$ cat src/rtl/sram_sched_pkg.sv
// Shared constants and helpers for the SRAM port scheduler.
// Grant statistics are built only when SRAM_SCHED_STATS_EN is defined.
package sram_sched_pkg;

    localparam int STAT_W     = 16;
    localparam int MASK_W     = 4;
    localparam int ERR_ORPHAN = 0;
    localparam int ERR_CREDIT = 1;

    function automatic int port_idx_w(input int n);
        return (n > 1) ? $clog2(n) : 1;
    endfunction

    // A zero byte mask marks a read command.
    function automatic logic mask_is_read(input logic [MASK_W-1:0] mask);
        return (mask == '0);
    endfunction

endpackage

$ cat src/rtl/sram_port_scheduler_if.sv
// Requester and SRAM command/return signals of the port scheduler.
// master = environment (requesters + SRAM controller), slave = scheduler.
interface sram_port_scheduler_if #(
    parameter int NUM_PORTS = 4,
    parameter int ADDR_W    = 18,
    parameter int DATA_W    = 32
) ();
    import sram_sched_pkg::*;

    logic [NUM_PORTS-1:0]        req_valid;
    logic [NUM_PORTS-1:0]        req_ready;
    logic [NUM_PORTS*ADDR_W-1:0] req_addr;
    logic [NUM_PORTS*DATA_W-1:0] req_data;
    logic [NUM_PORTS*MASK_W-1:0] req_mask;
    logic [NUM_PORTS-1:0]        rsp_valid;
    logic [DATA_W-1:0]           rsp_data;
    logic [NUM_PORTS-1:0]        rsp_pop;
    logic                        sram_addr_valid;
    logic                        sram_ready;
    logic [ADDR_W-1:0]           sram_addr;
    logic [DATA_W-1:0]           sram_data_in;
    logic [MASK_W-1:0]           sram_write_mask;
    logic [DATA_W-1:0]           sram_data_out;
    logic                        sram_data_out_valid;

    modport master (
        output req_valid, req_addr, req_data, req_mask, rsp_pop,
               sram_ready, sram_data_out, sram_data_out_valid,
        input  req_ready, rsp_valid, rsp_data,
               sram_addr_valid, sram_addr, sram_data_in, sram_write_mask
    );

    modport slave (
        input  req_valid, req_addr, req_data, req_mask, rsp_pop,
               sram_ready, sram_data_out, sram_data_out_valid,
        output req_ready, rsp_valid, rsp_data,
               sram_addr_valid, sram_addr, sram_data_in, sram_write_mask
    );

endinterface

$ cat src/rtl/sram_tag_fifo.sv
// In-flight read tag FIFO holding the issuing port id of each outstanding read.
// Pop on empty with a simultaneous push bypasses the pushed id straight to pop_data_o.
module sram_tag_fifo #(
    parameter int DEPTH = 8,
    parameter int W     = 2
) (
    input  logic                         clk,
    input  logic                         rst,
    input  logic                         push_i,
    input  logic [W-1:0]                 push_data_i,
    input  logic                         pop_i,
    output logic [W-1:0]                 pop_data_o,
    output logic                         empty_o,
    output logic [$clog2(DEPTH+1)-1:0]   count_o
);

    localparam int AW = (DEPTH > 1) ? $clog2(DEPTH) : 1;
    localparam int CW = $clog2(DEPTH + 1);

    logic [W-1:0]  mem_q [DEPTH];
    logic [AW-1:0] rd_ptr_q, rd_ptr_d;
    logic [AW-1:0] wr_ptr_q, wr_ptr_d;
    logic [CW-1:0] count_q, count_d;
    logic          full;
    logic          push_en;
    logic          pop_en;

    assign full       = (count_q == CW'(DEPTH));
    assign empty_o    = (count_q == '0);
    assign count_o    = count_q;
    assign push_en    = push_i && (!full || pop_i);
    assign pop_en     = pop_i && (!empty_o || push_i);
    assign pop_data_o = empty_o ? push_data_i : mem_q[rd_ptr_q];

    always_comb begin
        rd_ptr_d = rd_ptr_q;
        wr_ptr_d = wr_ptr_q;
        count_d  = count_q;
        if (push_en) wr_ptr_d = wr_ptr_q + AW'(1);
        if (pop_en)  rd_ptr_d = rd_ptr_q + AW'(1);
        case ({push_en, pop_en})
            2'b10:   count_d = count_q + CW'(1);
            2'b01:   count_d = count_q - CW'(1);
            default: count_d = count_q;
        endcase
    end

    always_ff @(posedge clk or posedge rst) begin
        if (rst) begin
            rd_ptr_q <= '0;
            wr_ptr_q <= '0;
            count_q  <= '0;
        end else begin
            rd_ptr_q <= rd_ptr_d;
            wr_ptr_q <= wr_ptr_d;
            count_q  <= count_d;
        end
    end

    always_ff @(posedge clk) begin
        if (push_en) mem_q[wr_ptr_q] <= push_data_i;
    end

endmodule

$ cat src/rtl/sram_port_scheduler.sv
// Round-robin scheduler sharing one SRAM command port, with per-port read credits and read-data steering.
// Optional per-port grant counters are enabled with SRAM_SCHED_STATS_EN.
module sram_port_scheduler
    import sram_sched_pkg::*;
#(
    parameter int NUM_PORTS       = 4,
    parameter int ADDR_W          = 18,
    parameter int DATA_W          = 32,
    parameter int MAX_OUTSTANDING = 8,
    parameter int TAG_DEPTH       = 8
) (
    input  logic                    sram_clock,
    input  logic                    reset,
    sram_port_scheduler_if.slave    bus,
    output logic [1:0]              err_sticky
`ifdef SRAM_SCHED_STATS_EN
    ,
    input  logic [port_idx_w(NUM_PORTS)-1:0] stat_sel,
    output logic [STAT_W-1:0]                stat_grants
`endif
);

    localparam int PW  = port_idx_w(NUM_PORTS);
    localparam int CRW = $clog2(MAX_OUTSTANDING + 1);
    localparam int TCW = $clog2(TAG_DEPTH + 1);
    localparam logic [CRW-1:0]       CREDIT_MAX = CRW'(MAX_OUTSTANDING);
    localparam logic [NUM_PORTS-1:0] ONE        = NUM_PORTS'(1);

    logic [ADDR_W-1:0] addr_a [NUM_PORTS];
    logic [DATA_W-1:0] data_a [NUM_PORTS];
    logic [MASK_W-1:0] mask_a [NUM_PORTS];
    logic [NUM_PORTS-1:0] eligible;

    logic              cmd_valid_q, cmd_valid_d;
    logic [ADDR_W-1:0] cmd_addr_q, cmd_addr_d;
    logic [DATA_W-1:0] cmd_data_q, cmd_data_d;
    logic [MASK_W-1:0] cmd_mask_q, cmd_mask_d;
    logic [PW-1:0]     cmd_port_q, cmd_port_d;
    logic [PW-1:0]     rr_ptr_q, rr_ptr_d;
    logic [CRW-1:0]    credit_q [NUM_PORTS];
    logic [CRW-1:0]    credit_d [NUM_PORTS];
    logic [NUM_PORTS-1:0] rsp_valid_q, rsp_valid_d;
    logic [DATA_W-1:0] rsp_data_q, rsp_data_d;
    logic [1:0]        err_q, err_d;

    logic           slot_free;
    logic           cmd_is_read;
    logic           tag_push;
    logic           tag_pop;
    logic           tag_empty;
    logic           tag_room;
    logic [PW-1:0]  tag_pop_data;
    logic [TCW-1:0] tag_count;
    logic           orphan;
    logic           credit_ovf;
    logic           grant_any;
    logic           grant_is_read;
    logic [PW-1:0]  grant_idx;
    logic [PW-1:0]  scan_idx;

    always_comb begin
        for (int i = 0; i < NUM_PORTS; i++) begin
            addr_a[i] = bus.req_addr[i*ADDR_W +: ADDR_W];
            data_a[i] = bus.req_data[i*DATA_W +: DATA_W];
            mask_a[i] = bus.req_mask[i*MASK_W +: MASK_W];
        end
    end

    assign slot_free   = !cmd_valid_q || bus.sram_ready;
    assign cmd_is_read = mask_is_read(cmd_mask_q);
    assign tag_push    = cmd_valid_q && bus.sram_ready && cmd_is_read;
    // A read still sitting in the command register already owns a tag slot.
    assign tag_room    = ({1'b0, tag_count} + {{TCW{1'b0}}, cmd_valid_q && cmd_is_read})
                         < (TCW+1)'(TAG_DEPTH);

    always_comb begin
        for (int i = 0; i < NUM_PORTS; i++) begin
            eligible[i] = bus.req_valid[i] &&
                          (!mask_is_read(mask_a[i]) || (credit_q[i] != '0 && tag_room));
        end
    end

    always_comb begin
        grant_any = 1'b0;
        grant_idx = '0;
        scan_idx  = '0;
        for (int k = 1; k <= NUM_PORTS; k++) begin
            scan_idx = PW'((int'(rr_ptr_q) + k) % NUM_PORTS);
            if (!grant_any && slot_free && !reset && eligible[scan_idx]) begin
                grant_any = 1'b1;
                grant_idx = scan_idx;
            end
        end
    end

    assign grant_is_read = mask_is_read(mask_a[grant_idx]);
    assign bus.req_ready = grant_any ? (ONE << grant_idx) : '0;

    always_comb begin
        cmd_valid_d = cmd_valid_q;
        cmd_addr_d  = cmd_addr_q;
        cmd_data_d  = cmd_data_q;
        cmd_mask_d  = cmd_mask_q;
        cmd_port_d  = cmd_port_q;
        rr_ptr_d    = rr_ptr_q;
        if (grant_any) begin
            cmd_valid_d = 1'b1;
            cmd_addr_d  = addr_a[grant_idx];
            cmd_data_d  = data_a[grant_idx];
            cmd_mask_d  = mask_a[grant_idx];
            cmd_port_d  = grant_idx;
            rr_ptr_d    = grant_idx;
        end else if (bus.sram_ready) begin
            cmd_valid_d = 1'b0;
        end
    end

    always_comb begin
        credit_ovf = 1'b0;
        for (int i = 0; i < NUM_PORTS; i++) begin
            credit_d[i] = credit_q[i];
            if (grant_any && grant_idx == PW'(i) && grant_is_read && !bus.rsp_pop[i]) begin
                credit_d[i] = credit_q[i] - CRW'(1);
            end else if (bus.rsp_pop[i] && !(grant_any && grant_idx == PW'(i) && grant_is_read)) begin
                if (credit_q[i] == CREDIT_MAX) credit_ovf = 1'b1;
                else                           credit_d[i] = credit_q[i] + CRW'(1);
            end
        end
    end

    sram_tag_fifo #(
        .DEPTH (TAG_DEPTH),
        .W     (PW)
    ) u_tag_fifo (
        .clk         (sram_clock),
        .rst         (reset),
        .push_i      (tag_push),
        .push_data_i (cmd_port_q),
        .pop_i       (tag_pop),
        .pop_data_o  (tag_pop_data),
        .empty_o     (tag_empty),
        .count_o     (tag_count)
    );

    assign orphan  = bus.sram_data_out_valid && tag_empty && !tag_push;
    assign tag_pop = bus.sram_data_out_valid && !orphan;

    always_comb begin
        rsp_valid_d = tag_pop ? (ONE << tag_pop_data) : '0;
        rsp_data_d  = tag_pop ? bus.sram_data_out : rsp_data_q;
        err_d       = err_q;
        if (orphan)     err_d[ERR_ORPHAN] = 1'b1;
        if (credit_ovf) err_d[ERR_CREDIT] = 1'b1;
    end

    always_ff @(posedge sram_clock or posedge reset) begin
        if (reset) begin
            cmd_valid_q <= 1'b0;
            cmd_addr_q  <= '0;
            cmd_data_q  <= '0;
            cmd_mask_q  <= '0;
            cmd_port_q  <= '0;
            rr_ptr_q    <= PW'(NUM_PORTS - 1);
            rsp_valid_q <= '0;
            rsp_data_q  <= '0;
            err_q       <= '0;
            for (int i = 0; i < NUM_PORTS; i++) credit_q[i] <= CREDIT_MAX;
        end else begin
            cmd_valid_q <= cmd_valid_d;
            cmd_addr_q  <= cmd_addr_d;
            cmd_data_q  <= cmd_data_d;
            cmd_mask_q  <= cmd_mask_d;
            cmd_port_q  <= cmd_port_d;
            rr_ptr_q    <= rr_ptr_d;
            rsp_valid_q <= rsp_valid_d;
            rsp_data_q  <= rsp_data_d;
            err_q       <= err_d;
            for (int i = 0; i < NUM_PORTS; i++) credit_q[i] <= credit_d[i];
        end
    end

    assign bus.sram_addr_valid = cmd_valid_q;
    assign bus.sram_addr       = cmd_addr_q;
    assign bus.sram_data_in    = cmd_data_q;
    assign bus.sram_write_mask = cmd_mask_q;
    assign bus.rsp_valid       = rsp_valid_q;
    assign bus.rsp_data        = rsp_data_q;
    assign err_sticky          = err_q;

`ifdef SRAM_SCHED_STATS_EN
    logic [STAT_W-1:0] grant_cnt_q [NUM_PORTS];

    always_ff @(posedge sram_clock or posedge reset) begin
        if (reset) begin
            for (int i = 0; i < NUM_PORTS; i++) grant_cnt_q[i] <= '0;
        end else if (grant_any && grant_cnt_q[grant_idx] != '1) begin
            grant_cnt_q[grant_idx] <= grant_cnt_q[grant_idx] + STAT_W'(1);
        end
    end

    assign stat_grants = grant_cnt_q[stat_sel];
`endif

endmodule
$ cat src/flat_wrapper.sv
// flat-port wrapper written by rule: the top's interface ports become plain ports
module sram_port_scheduler_flat import sram_sched_pkg::*;
#(
    parameter int NUM_PORTS       = 4,
    parameter int ADDR_W          = 18,
    parameter int DATA_W          = 32,
    parameter int MAX_OUTSTANDING = 8,
    parameter int TAG_DEPTH       = 8
)
  (sram_clock, reset, err_sticky, bus_req_valid, bus_req_addr, bus_req_data, bus_req_mask, bus_rsp_pop, bus_sram_ready, bus_sram_data_out, bus_sram_data_out_valid, bus_req_ready, bus_rsp_valid, bus_rsp_data, bus_sram_addr_valid, bus_sram_addr, bus_sram_data_in, bus_sram_write_mask);
  sram_port_scheduler_if #(.NUM_PORTS(NUM_PORTS), .ADDR_W(ADDR_W), .DATA_W(DATA_W)) bus_i ();
  input  logic sram_clock;
  input  logic reset;
  output logic [1:0] err_sticky;
  input wire logic [$bits(bus_i.req_valid)-1:0] bus_req_valid;
  input wire logic [$bits(bus_i.req_addr)-1:0] bus_req_addr;
  input wire logic [$bits(bus_i.req_data)-1:0] bus_req_data;
  input wire logic [$bits(bus_i.req_mask)-1:0] bus_req_mask;
  input wire logic [$bits(bus_i.rsp_pop)-1:0] bus_rsp_pop;
  input wire logic [$bits(bus_i.sram_ready)-1:0] bus_sram_ready;
  input wire logic [$bits(bus_i.sram_data_out)-1:0] bus_sram_data_out;
  input wire logic [$bits(bus_i.sram_data_out_valid)-1:0] bus_sram_data_out_valid;
  output wire logic [$bits(bus_i.req_ready)-1:0] bus_req_ready;
  output wire logic [$bits(bus_i.rsp_valid)-1:0] bus_rsp_valid;
  output wire logic [$bits(bus_i.rsp_data)-1:0] bus_rsp_data;
  output wire logic [$bits(bus_i.sram_addr_valid)-1:0] bus_sram_addr_valid;
  output wire logic [$bits(bus_i.sram_addr)-1:0] bus_sram_addr;
  output wire logic [$bits(bus_i.sram_data_in)-1:0] bus_sram_data_in;
  output wire logic [$bits(bus_i.sram_write_mask)-1:0] bus_sram_write_mask;
  assign bus_i.req_valid = bus_req_valid;
  assign bus_i.req_addr = bus_req_addr;
  assign bus_i.req_data = bus_req_data;
  assign bus_i.req_mask = bus_req_mask;
  assign bus_i.rsp_pop = bus_rsp_pop;
  assign bus_i.sram_ready = bus_sram_ready;
  assign bus_i.sram_data_out = bus_sram_data_out;
  assign bus_i.sram_data_out_valid = bus_sram_data_out_valid;
  assign bus_req_ready = bus_i.req_ready;
  assign bus_rsp_valid = bus_i.rsp_valid;
  assign bus_rsp_data = bus_i.rsp_data;
  assign bus_sram_addr_valid = bus_i.sram_addr_valid;
  assign bus_sram_addr = bus_i.sram_addr;
  assign bus_sram_data_in = bus_i.sram_data_in;
  assign bus_sram_write_mask = bus_i.sram_write_mask;
  sram_port_scheduler #(.NUM_PORTS(NUM_PORTS), .ADDR_W(ADDR_W), .DATA_W(DATA_W), .MAX_OUTSTANDING(MAX_OUTSTANDING), .TAG_DEPTH(TAG_DEPTH)) u_core (.sram_clock(sram_clock), .reset(reset), .bus(bus_i), .err_sticky(err_sticky));
endmodule
$ cat config.mk
export PLATFORM = sky130hd
export DESIGN_NAME = sram_port_scheduler_flat
export DESIGN_NICKNAME = d
export VERILOG_FILES = /design/src/rtl/sram_sched_pkg.sv /design/src/rtl/sram_port_scheduler_if.sv /design/src/rtl/sram_tag_fifo.sv /design/src/rtl/sram_port_scheduler.sv /design/src/flat_wrapper.sv
export SDC_FILE = /design/constraint.sdc
export NUM_CORES = 1
export LEC_CHECK = 0
export BUFFER_PORTS_ARGS = -buffer_cell sky130_fd_sc_hd__buf_2
export CORE_MARGIN = 2
export CORE_UTILIZATION = 40
export CTS_CLUSTER_DIAMETER = 60
export DETAILED_ROUTE_END_ITERATION = 6
export GPL_ROUTABILITY_DRIVEN = 0
export PLACE_DENSITY = 0.73
export SETUP_SLACK_MARGIN = 0.02
export SLEW_MARGIN = 25
export SYNTH_ARGS = -nofsm -noshare
export SYNTH_HDL_FRONTEND = slang
export SYNTH_SLANG_ARGS = --single-unit
$ cat constraint.sdc
create_clock -name sram_clock -period 3.66 [get_ports sram_clock]
set_input_delay 0.549 -clock sram_clock [delete_from_list [all_inputs] [get_ports sram_clock]]
set_output_delay 0.549 -clock sram_clock [all_outputs]
set_load 0.03 [all_outputs]
Word-level counts from Yosys, hierarchy flattened. Memory sizes are Yosys's and may differ from the RTL's. Cells that the tools add are included.

Input port bits: 260. Bits in registers: 123. Memory bits (read-only): 0. Bits in latches: 0. Word-level logic and storage cells: 208. Memory bits (writable): 16. Output and inout port bits: 97. Memories: 1.

Bitwise logic cells: 1. Muxes and demuxes: 57. $lt $le $gt $ge: 6. Shift operators: 2. Add/subtract/negate cells: 17. Eq/ne operators: 14. Reductions and logical operators: 93. Divide/modulo/power cells: 0. Multipliers: 0.

Memories: u_core.u_tag_fifo.mem_q (words 8, bits a word 2, read ports 1, clocked after memory_dff 0, write ports 1, RTL line sram_tag_fifo.sv:20) `logic [W-1:0] mem_q [DEPTH];`.

Operator list (count): binary-select mux 32 bit (select 2 bit) (1); 2-to-1 mux 32 bit (2); 2-to-1 mux 4 bit (16); logical AND 1 bit (43); binary-select mux 18 bit (select 2 bit) (1); 2-to-1 mux 18 bit (2); logical NOT 4 bit (7); 2-to-1 mux 1 bit (24); logical NOT 1 bit (21); adder 4 x 1 -> 4 bit (second input constant) (5); == test 4 bit (second input constant) (5); subtractor 4 x 1 -> 4 bit (second input constant) (5); nonzero test 4 bit (4); less-than comparator 2 x 3 -> 1 bit (second input constant) (4); nonzero test 2 bit (6); 2-to-1 mux 2 bit (5); binary-select mux 1 bit (select 2 bit) (4); binary-select mux 4 bit (select 2 bit) (1); inequality test 2 x 1 -> 1 bit (second input constant) (4); one-hot mux 4 bit (2 select lines) (1); AND reduction 2 bit (4); left shift 1 x 2 -> 4 bit (first input constant) (2); logical OR 1 bit (7); adder 3 x 1 -> 3 bit (second input constant) (2); other kinds (9) (14).

Logic depth before layout (Yosys ltp). Gate-level depths: netlist of the first run.

Word-level depth: 45. Gate-level depth with buffers: 19. Mapped depth without buffers: 17.

Cells and area by module. From an unflattened synthesis of the first run, not the netlist that was laid out.

Cells, all modules: 808. Area total of the unflattened synthesis: 7940.1 sq um.

Modules (own cells, without submodules): sram_port_scheduler (instances 1, area each 6702.7 sq um, cells an instance 718, seq. area each 2835.2 sq um); sram_tag_fifo (instances 1, area each 1237.4 sq um, cells an instance 90, seq. area each 730.7 sq um).

Worst setup path after synthesis of the first run. OpenSTA, ideal clock, no wires.

Path kind: input port to flip-flop. Start point: input port bus_req_mask[6]. End point: register u_core.credit_q[15] (netlist name). Library setup time: 0.075 ns. Path slack: -0.424 ns. Cell stages on the path: 15. Arrival: 4.009 ns. Buffers on the path: 0. Required time: 3.585 ns. Path through: or4_1 > a21oi_2 > nand3_1 > a21o_1 > a221oi_2 > and3_1 > nor2b_1 > and4_1 > ha_1 > ha_1 > a21o_1 > a21oi_1 > xnor2_1 > nand2_1 > xnor2_1.

Cells in the longest elaborated chain, start to end: 33.

Ends and longest elaborated chain: start: declaration (RTL line flat_wrapper.sv:18) `input wire logic [$bits(bus_i.req_mask)-1:0] bus_req_mask;`; logical NOT 4 bit (RTL line sram_sched_pkg.sv:16) `return (mask == '0);`; logical NOT 1 bit (RTL line sram_port_scheduler.sv:79) `(!mask_is_read(mask_a[i]) || (credit_q[i] != '0 && tag_room));`; logical OR 1 bit (RTL line sram_port_scheduler.sv:79); logical AND 1 bit (RTL line sram_port_scheduler.sv:78) `eligible[i] = bus.req_valid[i] &&`; binary-select mux 1 bit (select 2 bit) (RTL line sram_port_scheduler.sv:89) `if (!grant_any && slot_free && !reset && eligible[scan_idx]) begin`; 2-to-1 mux 1 bit (implied by the code) (RTL line sram_port_scheduler.sv:89); logical AND 1 bit (RTL line sram_port_scheduler.sv:89); 2-to-1 mux 1 bit (RTL line sram_port_scheduler.sv:89); [... 16 more ...]; binary-select mux 4 bit (select 2 bit) (RTL line sram_port_scheduler.sv:96) `assign grant_is_read = mask_is_read(mask_a[grant_idx]);`; 2-to-1 mux 4 bit (implied by the code) (2 in series) (RTL line sram_port_scheduler.sv:96); logical NOT 4 bit (RTL line sram_sched_pkg.sv:16); logical AND 1 bit * (RTL line sram_port_scheduler.sv:122, sram_port_scheduler.sv:124); logical NOT 1 bit (RTL line sram_port_scheduler.sv:124) `end else if (bus.rsp_pop[i] && !(grant_any && grant_idx == PW'(i) && grant_is_read)) begin`; logical AND 1 bit (RTL line sram_port_scheduler.sv:124); nonzero test 2 bit (no line); AND reduction 2 bit (no line); end: declaration (RTL line sram_port_scheduler.sv:40) `logic [CRW-1:0] credit_q [NUM_PORTS];`.

Mark *: on every way between the ends. The rest lies on a longest branch, timed or not. The select of a mux whose other input is x is not followed. A chain may end at the register's enable or synchronous reset.

Final worst setup path of the first run.
Start point: register u_core.cmd_mask_q[0] (netlist: u_core.bus.sram_write_mask[0]). End point: register u_core.credit_q[11] (netlist name).

Cells in the longest elaborated chain, start to end: 36.

Ends and longest elaborated chain: start: declaration (RTL line sram_port_scheduler.sv:37) `logic [MASK_W-1:0] cmd_mask_q, cmd_mask_d;`; start signal: assignment (RTL line sram_port_scheduler.sv:172) `cmd_mask_q <= cmd_mask_d;`; logical NOT 4 bit * (RTL line sram_sched_pkg.sv:16); logical AND 1 bit * (RTL line sram_port_scheduler.sv:73) `assign tag_room = ({1'b0, tag_count} + {{TCW{1'b0}}, cmd_valid_q && cmd_is_read})`; adder 4 x 1 -> 5 bit * (RTL line sram_port_scheduler.sv:73); less-than comparator 5 x 4 -> 1 bit * (RTL line sram_port_scheduler.sv:74) `< (TCW+1)'(TAG_DEPTH);`; logical AND 1 bit (RTL line sram_port_scheduler.sv:79); logical OR 1 bit (RTL line sram_port_scheduler.sv:79); logical AND 1 bit (RTL line sram_port_scheduler.sv:78); binary-select mux 1 bit (select 2 bit) (RTL line sram_port_scheduler.sv:89); [... 19 more ...]; binary-select mux 4 bit (select 2 bit) (RTL line sram_port_scheduler.sv:96); 2-to-1 mux 4 bit (implied by the code) (2 in series) (RTL line sram_port_scheduler.sv:96); logical NOT 4 bit (RTL line sram_sched_pkg.sv:16); logical AND 1 bit * (RTL line sram_port_scheduler.sv:122, sram_port_scheduler.sv:124); logical NOT 1 bit (RTL line sram_port_scheduler.sv:124); logical AND 1 bit (RTL line sram_port_scheduler.sv:124); nonzero test 2 bit (no line); AND reduction 2 bit (no line).

Marks and branches as above.

==> results of run 1 <==
routing by layer:
layer / track usage, % / routed length [µm] / share of wire (%)
met1: 28.1 / 10100 / 41
met2: 40.5 / 12500 / 51
met3: 5.23 / 1580 / 6.4
met4: 7.09 / 594 / 2.4
met5: 0 / 0 / 0
cell usage in the layout, fill, tap and decap left out, drive strengths merged, types with 16 or more instances in the layout:
| cell | n |
|---|---|
| o22ai | 51 |
| dfrtp | 117 |
| nand2 | 32 |
| mux2i | 61 |
| edfxtp | 16 |
| buf | 474 |
| nor2 | 28 |
| clkbuf | 24 |
| a21oi | 63 |
| mux2 | 88 |
| inv | 28 |
| xnor2 | 16 |
| ha | 21 |
| o21ai | 17 |
where the power goes:
group,switching [mW],total [mW],internal [mW]
registers,0.437,2.66,2.23
clock network,0.698,1.89,1.19
logic,2.99,5.40,2.42
total,4.12,9.95,5.83
per-stage QoR:
step	util, %	TNS [ps]	power [mW]	instances
final	62.7	-3570	9.95	1415
after global routing	62.7	-5860	10.5	1415
after CTS	61.1	-1970	9.66	1397
after detailed placement	56.2	-6590	7.51	1354
after global placement	56.2	-5320	7.39	1354
after floorplan	-	-709	5.92	681
flip-flops by register name, summed over array words and instances (netlist names), 4 cells and up:
signal	count
u_core.bus.sram_data_in	32
u_core.bus.sram_addr	18
u_core.bus.rsp_valid	4
u_core.credit_q	16
u_core.u_tag_fifo.count_o	4
u_core.bus.rsp_data	32
u_core.bus.sram_write_mask	4
u_core.u_tag_fifo.mem_q	16
Yosys cell counts, types with 5 or more instances:
master / count / area share [%]
o22ai_1: 50 / 4.0
mux2_2: 83 / 12
nor2_1: 28 / 1.4
xnor2_1: 16 / 1.8
a21oi_1: 61 / 3.9
o21ai_0: 10 / 0.65
mux2_1: 5 / 0.73
nor4_1: 7 / 0.56
clkbuf_1: 18 / 0.87
and3_1: 8 / 0.65
mux2i_1: 61 / 7.9
buf_2: 6 / 0.39
nand3_1: 9 / 0.58
xor2_1: 8 / 0.90
edfxtp_1: 16 / 6.2
nand2_1: 32 / 1.5
inv_1: 24 / 1.2
buf_6: 7 / 1.0
o21ai_1: 5 / 0.32
dfstp_2: 6 / 2.0
a21o_1: 8 / 0.77
dfrtp_1: 117 / 38
nor3_1: 7 / 0.45
nand2b_1: 5 / 0.40
ha_1: 21 / 3.4
fa_1: 5 / 1.3
critical path, stage by stage (launching register included):
cell,delay [ps]
dfrtp_2,400
and4bb_2,280
a2111oi_4,420
a21oi_4,80
buf_6,130
or3_1,350
a211oi_2,270
a221o_2,240
mux2_4,370
buf_6,130
and3_4,160
ha_4,180
ha_4,210
a21o_1,160
a21oi_2,150
xnor2_1,140
nand2_1,90
xnor2_1,150
worst min path at each step:
stage                            startpoint                       to  slack, ps
finish                                reset  u_core.bus.rsp_valid[2]        280
global route        bus_sram_data_out_valid     u_core.err_sticky[0]        330
CTS                                   reset  u_core.bus.rsp_valid[2]        300
detailed placement     u_core.err_sticky[0]     u_core.err_sticky[0]        450
global placement       u_core.err_sticky[0]     u_core.err_sticky[0]        440
floorplan               u_core.credit_q[11]      u_core.credit_q[11]        470
cell families (layout without fill, tap and decap cells):
| family | after synthesis | after routing | share of synthesized area [%] |
|---|---|---|---|
| XOR/XNOR | 24 | 24 | 2.71 |
| buffers and inverters | 60 | 534 | 3.73 |
| multiplexers | 153 | 153 | 21.8 |
| flip-flops | 139 | 139 | 46.0 |
| adder cells (fa/ha/maj) | 26 | 26 | 4.68 |
| AND/OR/NAND/NOR | 119 | 119 | 8.05 |
| AO/OA/AOI/OAI | 160 | 160 | 13.0 |
area by class of cell:
| class | count | area share (%) |
|---|---|---|
| clock buffer | 21 | 3.90 |
| inverter | 24 | 0.816 |
| tap | 260 | 2.76 |
| sequential | 139 | 30.3 |
| multi-input combinational | 482 | 36.2 |
| timing repair buffer | 478 | 24.6 |
| clock inverter | 11 | 1.53 |
repair_timing:
| item | in CTS | in global routing |
|---|---|---|
| endpoints found under the setup margin | 21 | 21 |
| pin swaps | 15 | 11 |
| setup buffers | 10 | 17 |
| resized for setup | 34 | 31 |
| cloned | 1 | 2 |
==> impl_results.md, run 1 <==
* Initial core utilization at 41.2%
* Critical path class: reg2reg
* Fraction of layout cells with a size suffix above 1 at 58.0%
* Worst Tran Pin Value at 771 ps
* Number of synthesized flops with an enable pin at 16
* Worst-path maximum fanout at 6
* Max Root-Sink Buffers at 2
* Hold Buf Count CTS at 0
* DRC at 2
* Largest net degree at the start of global routing at 58
* Via count at 7,237
* Final period util at 109%
* H-tree levels at 4
* Startpoint types: flop
* Drt total wl at 24,800 µm
* Die width at 143 µm
* Register area share after synthesis at 46.0%
* Fin area at 11,800 µm²
* DR iter-0 viols at 395
* Via density per instance at 5.11
* Final setup viols at 18
* Multi-input logic area at 4270 µm²
* Unrepaired setup endpoints after global routing: yes
* Sequential Area at 3570 µm²
* Total GRT Usage at 23.0%
* Routed wire per std cell at 17.5 µm
* Crit. End Element: flop
* Clk Latency, worst-skew pair at 430 ps
* PwrDens at 843 nW/µm²
* Die H at 143 µm
* Die area at 20,500 µm²
* Avg Cell Area, Syn at 11.4 µm²
* Reg-to-reg endpoint: u_core.credit_q[11]
* Asr flop ratio synth at 88.5%
* First-pass GRT wire length at 36,400 µm
* Failing checks: DRC, setup timing
* Post-route ant nets at 0
* Core area at 18,800 µm²
* Num CTS Buffers at 17
* Layout fillers at 1,500
* Drt pass-1 iters at 7
* Vias in the first global route at 7,121
* Grt ovf at 0
* Max-slew headroom at 48.2%
* Worst hold path class: in2async
* Status: complete, but fails checks
* Number of max-cap violations at 0
* Most common flop cell mapped by yosys: dfrtp_1
* Peak supply drop at 358 µV
* Top Ports at 357
* Critical Path Start: u_core.bus.sram_write_mask[0]
* Hold violation total from the final report at 0
* Arrival time at the worst endpoint at 4340 ps
* Row cnt at 50
* Worst flop-to-flop path startpoint: u_core.bus.sram_write_mask[0]
* Distinct cells, synth at 63
* R2R Setup Slk at -330 ps
* Required time worst endpoint at 4010 ps
* Worst Setup EP: u_core.credit_q[11]
* Worst slack, placed at -510 ps
* Static leakage at 5.80 nW
* DP HPWL at 17,800 µm
* #FFs+latches synth at 139
* Synth Instances at 681
* Final net count at 1,428
* Worst setup margin at -328 ps
* CTS root buf: clkbuf_16
* Hold slack at 281 ps
* CTS tree: done
* Syn nets at 967
* Length in cells of the worst reg-to-reg path at 17
* Synthesized area at 7750 µm²
* Yosys warns at 0
* I/O Buffers at 356
* Area after DPL at 10,600 µm²
* CTS Sinks at 139
* Minimum clock period at 3990 ps
* Clock transition at path regs at 60 ps
* N_diodes at 0
* Initial antenna violation count at 0
* Area delta synth->final at 52.3%
* Fmax at 251 MHz
* Slew Viols, Final at 0
* Skew final at 11.4 ps
Power figures use the tool's default switching activity.
==> run 2, diff against run 1 <==
- CTS_BUF_LIST: default -> sky130_fd_sc_hd__clkbuf_2 sky130_fd_sc_hd__clkbuf_4 sky130_fd_sc_hd__clkbuf_8
- PLACE_DENSITY: 0.73 -> 0.72
- SYNTH_HIERARCHICAL: default -> 1
==> impl_results.md, run 2 <==
* Status: complete, but fails checks
* Failing checks: setup timing
* First-pass GRT wire length at 39,400 µm
* R2R Setup Slk at -420 ps
* Most frequent cells in the layout: 352 x buf_2, 187 x nand2_1, 120 x buf_4, 115 x dfrtp_1, 59 x o21ai_0
* Number of max-cap violations at 0
* Worst Setup EP: u_core/credit_q[3]
* Synthesized area at 7940 µm²
* Post-route ant nets at 0
* Fmax at 245 MHz
* PwrDens at 840 nW/µm²
* Fraction of layout cells with a size suffix above 1 at 53.9%
* Most common cell after layout, fill and taps aside: buf_2
* Max Root-Sink Buffers at 2
* Top Ports at 357
* Yosys warns at 6
* Worst hold path class: in2async
* Dominant cells by area after synthesis: dfrtp_1 37%, nand2_1 8.8%, mux2_2 7.4%
* CTS root buf: clkbuf_8
* Total GRT Usage at 24.7%
* Grt ovf at 0
* #FFs+latches synth at 139
* Worst Tran Pin Value at 769 ps
* Via density per instance at 5.16
* Hold violation total from the final report at 0
* Minimum clock period at 4080 ps
* Unrepaired setup endpoints after global routing: yes
* Critical path class: reg2reg
* Area after DPL at 10,900 µm²
* Syn nets at 1,093
* Routed wire per std cell at 17.8 µm
* Largest area contributor in the netlist: dfrtp_1
* Most frequent cell after synthesis: nand2_1
* DR iter-0 viols at 551
* Vias in the first global route at 7,542
* Clk Latency, worst-skew pair at 460 ps
* I/O Buffers at 356
* DRC at 0
* Drt pass-1 iters at 7
* Row cnt at 51
* Max-slew headroom at 48.7%
* Final setup viols at 21
* H-tree levels at 4
* Synth Instances at 808
* Die H at 145 µm
* Clock transition at path regs at 90 ps
* Startpoint types: flop
* Layout fillers at 1,555
* TNS Setup at -5170 ps
* Asr flop ratio synth at 88.5%
* CTS tree: done
* Static leakage at 5.96 nW
* Required time worst endpoint at 4030 ps
* Power, Total at 10.3 mW
* Area delta synth->final at 53.8%
* Die width at 145 µm
* CTS Sinks at 139
* Worst setup margin at -425 ps
* Worst-path maximum fanout at 5
* Crit. End Element: flop
* Number of synthesized flops with an enable pin at 16
* Drt total wl at 27,900 µm
* Slew Viols, Final at 0
* Final net count at 1,568
* Peak supply drop at 355 µV
* Largest net degree at the start of global routing at 114
* Hold slack at 247 ps
* Reg-to-reg endpoint: u_core/credit_q[3]
* Via count at 8,075
* Critical Path Start: u_core/bus.sram_write_mask[3]
* Core area at 19,500 µm²
* Length in cells of the worst reg-to-reg path at 18
* Distinct cells, synth at 68
* Final period util at 112%
* Skew final at 21.5 ps
* Avg Cell Area, Syn at 9.83 µm²
* Post-synth top area share at 36.9%
* Worst flop-to-flop path startpoint: u_core/bus.sram_write_mask[3]
* Most common flop cell mapped by yosys: dfrtp_1
* Arrival time at the worst endpoint at 4460 ps
* Num CTS Buffers at 17
* DP HPWL at 20,100 µm
* Fin area at 12,200 µm²
* Die area at 21,000 µm²
* Leading post-synthesis cells by instance count: 187 x nand2_1, 117 x dfrtp_1, 77 x o21ai_0
* Initial core utilization at 40.8%
* Register area share after synthesis at 44.9%
* Initial antenna violation count at 5
## run 2: power by group
| part | switching (mW) | internal, mW | total, mW |
|---|---|---|---|
| logic | 3.59 | 2.81 | 6.40 |
| registers | 0.401 | 2.19 | 2.59 |
| clock network | 0.682 | 0.585 | 1.27 |
| total | 4.67 | 5.58 | 10.3 |
## run 2: stage by stage
step	cells	setup slack, ps	utilization, %
2_1_floorplan	808	-455	-
3_3_place_gp	1490	-659	55.9
3_5_place_dp	1490	-791	55.9
4_1_cts	1538	-332	60.3
5_1_grt	1564	-590	62.7
6_report	1564	-425	62.7
## run 2: cells by family (layout without fill, tap and decap cells)
kind of cell | after synthesis | in the layout | share of synthesized area (%)
multiplexers | 96 | 96 | 13.3
AO/OA/AOI/OAI | 172 | 173 | 15.6
AND/OR/NAND/NOR | 273 | 273 | 15.1
XOR/XNOR | 23 | 23 | 2.54
buffers and inverters | 80 | 567 | 4.29
flip-flops | 139 | 139 | 44.9
adder cells (fa/ha/maj) | 25 | 25 | 4.32
other | 0 | 3 | 0
## run 2: layout make-up
class	count	area, µm²	share of cell area, %
multi-input cells	590	4640	38.0
inverters	34	140	1.15
clock inverters	14	151	1.24
repair buffers	501	3120	25.6
diodes	3	7.51	0.0615
flip-flops and latches	139	3570	29.2
well taps	265	332	2.72
clock buffers	18	248	2.03
## run 2: repair_timing
action                                  in CTS  in global routing
buffers inserted                            15                 24
endpoints found under the setup margin      63                 61
pin swaps                                   28                 38
gates cloned                                 1                  3
hold buffers                                 0                  0
resized for setup                           78                 57
## run 2: layer usage
| metal | wire length (µm) | GRT usage [%] | up-vias |
|---|---|---|---|
| met2 | 14100 | 42.0 | 352 |
| met3 | 2120 | 6.45 | 47 |
| met5 | 7 | 0 | - |
| met4 | 875 | 10.7 | 2 |
| met1 | 10800 | 29.6 | 3815 |
| li1 | - | - | 3859 |
## run 2: worst min path at each step
stage | from | to | slack, ps
2_1_floorplan | reset | u_core/u_tag_fifo/count_o[0] | 390
3_3_place_gp | u_core/err_sticky[0] | u_core/err_sticky[0] | 450
3_5_place_dp | u_core/bus.rsp_data[9] | u_core/bus.rsp_data[9] | 460
4_1_cts | reset | u_core/u_tag_fifo/wr_ptr_q[0] | 230
5_1_grt | reset | u_core/u_tag_fifo/count_o[0] | 240
6_report | reset | u_core/u_tag_fifo/wr_ptr_q[1] | 250
## run 2: critical path, cell delays in order, from the launching register on
cell	delay, ps
dfrtp_2	430
nor4b_4	330
nand4_2	140
buf_6	160
a22oi_2	180
nor2_1	100
a2111o_1	480
o32a_2	450
o221ai_2	220
a22oi_2	90
buf_4	160
and3_4	180
ha_4	170
ha_4	200
a21o_1	190
a21oi_2	150
xnor2_1	80
nor2_2	110
xor2_1	150
==> run 3, diff against run 2 <==
- PLACE_DENSITY: 0.72 -> 0.73
- SYNTH_HIERARCHICAL: 1 -> default
==> impl_results.md, run 3 (synthesis results as in run 1) <==
* H-tree levels at 4
* Required time worst endpoint at 4030 ps
* Startpoint types: flop
* DRC at 0
* Sequential Area at 3570 µm²
* Arrival time at the worst endpoint at 4400 ps
* First-pass GRT wire length at 36,000 µm
* CTS root buf: clkbuf_8
* Crit. End Element: flop
* Unrepaired setup endpoints after global routing: yes
* DP HPWL at 17,800 µm
* Layout fillers at 1,522
* Die area at 20,500 µm²
* DR iter-0 viols at 398
* Final period util at 110%
* Routed wire per std cell at 17.3 µm
* Largest net degree at the start of global routing at 58
* Final setup viols at 18
* Core area at 18,800 µm²
* Hold violation total from the final report at 0
* R2R Setup Slk at -370 ps
* Worst slack, placed at -510 ps
* Worst Tran Pin Value at 763 ps
* Status: complete, but fails checks
* Most frequent cells in the layout: 352 x buf_2, 112 x dfrtp_1, 107 x buf_4, 81 x mux2_2, 59 x mux2i_1
* Static leakage at 5.71 nW
* Fraction of layout cells with a size suffix above 1 at 58.4%
* PwrDens at 818 nW/µm²
* Final net count at 1,426
* Worst setup margin at -373 ps
* Via density per instance at 5.08
* CTS tree: done
* Worst hold path class: in2async
* Failing checks: setup timing
* Grt ovf at 0
* Drt pass-1 iters at 4
* Clk Latency, worst-skew pair at 440 ps
* Max-slew headroom at 48.7%
* Clock transition at path regs at 90 ps
* Fmax at 248 MHz
* Vias in the first global route at 7,071
* Initial core utilization at 41.2%
* Slew Viols, Final at 0
* Top Ports at 357
* Post-route non-filler standard cell count at 1,414
* Most common cell after layout, fill and taps aside: buf_2
* Peak supply drop at 358 µV
* Area delta synth->final at 49.5%
* Row cnt at 50
* Num CTS Buffers at 17
* Max Root-Sink Buffers at 2
* Drt total wl at 24,500 µm
* Minimum clock period at 4030 ps
* Via count at 7,181
* Post-route ant nets at 0
* I/O Buffers at 356
* Inst Count DP at 1,354
* Total GRT Usage at 22.6%
* Worst-path maximum fanout at 9
* Skew final at 16.7 ps
* Critical path class: reg2reg
* Initial antenna violation count at 1
* Number of max-cap violations at 0
* Die H at 143 µm
* CTS Sinks at 139
* Die width at 143 µm
* Multi-input logic area at 4260 µm²
* Hold Buf Count CTS at 0
-- run 3: worst paths after layout --
check,startpoint,to,cells past startpoint
min,reset,u_core.bus.sram_addr[2],2
max in group asynchronous,reset,u_core.credit_q[11],3
min reg2reg,u_core.err_sticky[0],u_core.err_sticky[0],1
max reg2reg,u_core.bus.sram_addr_valid,u_core.credit_q[11],19
max,u_core.bus.sram_addr_valid,u_core.credit_q[11],19
min in group sram_clock,bus_sram_data_out_valid,u_core.err_sticky[0],2
-- run 3: final cells by class --
class,instances,area share (%)
multi-input cells,482,36.8
clock buffers,21,2.39
flip-flops and latches,139,30.8
inverters,24,0.810
diodes,1,0.0216
repair buffers,476,24.8
well taps,260,2.81
clock inverters,11,1.56
-- run 3: repair_timing --
item                                   CTS  global route
pin swaps                               12             5
endpoints found under the hold margin    0             0
resized for setup                       23            40
cloned                                   1             2
setup buffers                           10            15
setup endpoints to repair               21            21
-- run 3: critical path, cell delays in order (launching register included) --
cell       delay, ps
dfrtp_2          420
and4bb_2         270
a2111oi_4        450
o21ai_0          220
o31a_1           160
a32o_2           250
o22ai_4          120
a21oi_4           90
buf_12           150
mux2i_1          120
mux2_4           320
buf_4            150
and3_4           170
ha_4             170
ha_4             200
a21o_1           160
a21oi_2          150
xnor2_1          140
nand2_1          100
xnor2_1          160
-- run 3: where the power goes --
group / total, mW / leakage [nW] / internal, mW / switching, mW
clock: 1.44 / 0.229 / 0.808 / 0.634
sequential: 2.64 / 1.57 / 2.22 / 0.421
combinational: 5.39 / 3.92 / 2.41 / 2.99
-- run 3: stage by stage --
step	utilization [%]	hold slack (ps)	TNS, ps	instance area (µm²)	power (mW)
after floorplan	-	473	-709	7930	5.92
after global placement	56.2	441	-5320	10600	7.39
after detailed placement	56.2	447	-6590	10600	7.51
after CTS	59.8	263	-2730	11300	9.17
after global routing	61.5	296	-6510	11600	10.0
final	61.5	260	-3650	11600	9.48
-- run 3: layer usage --
metal | vias up | track usage [%] | wire (µm)
met4 | 0 | 6.83 | 558
li1 | 3445 | - | -
met5 | - | 0 | 0
met1 | 3406 | 27.9 | 9970
met3 | 36 | 4.63 | 1500
met2 | 294 | 39.8 | 12400
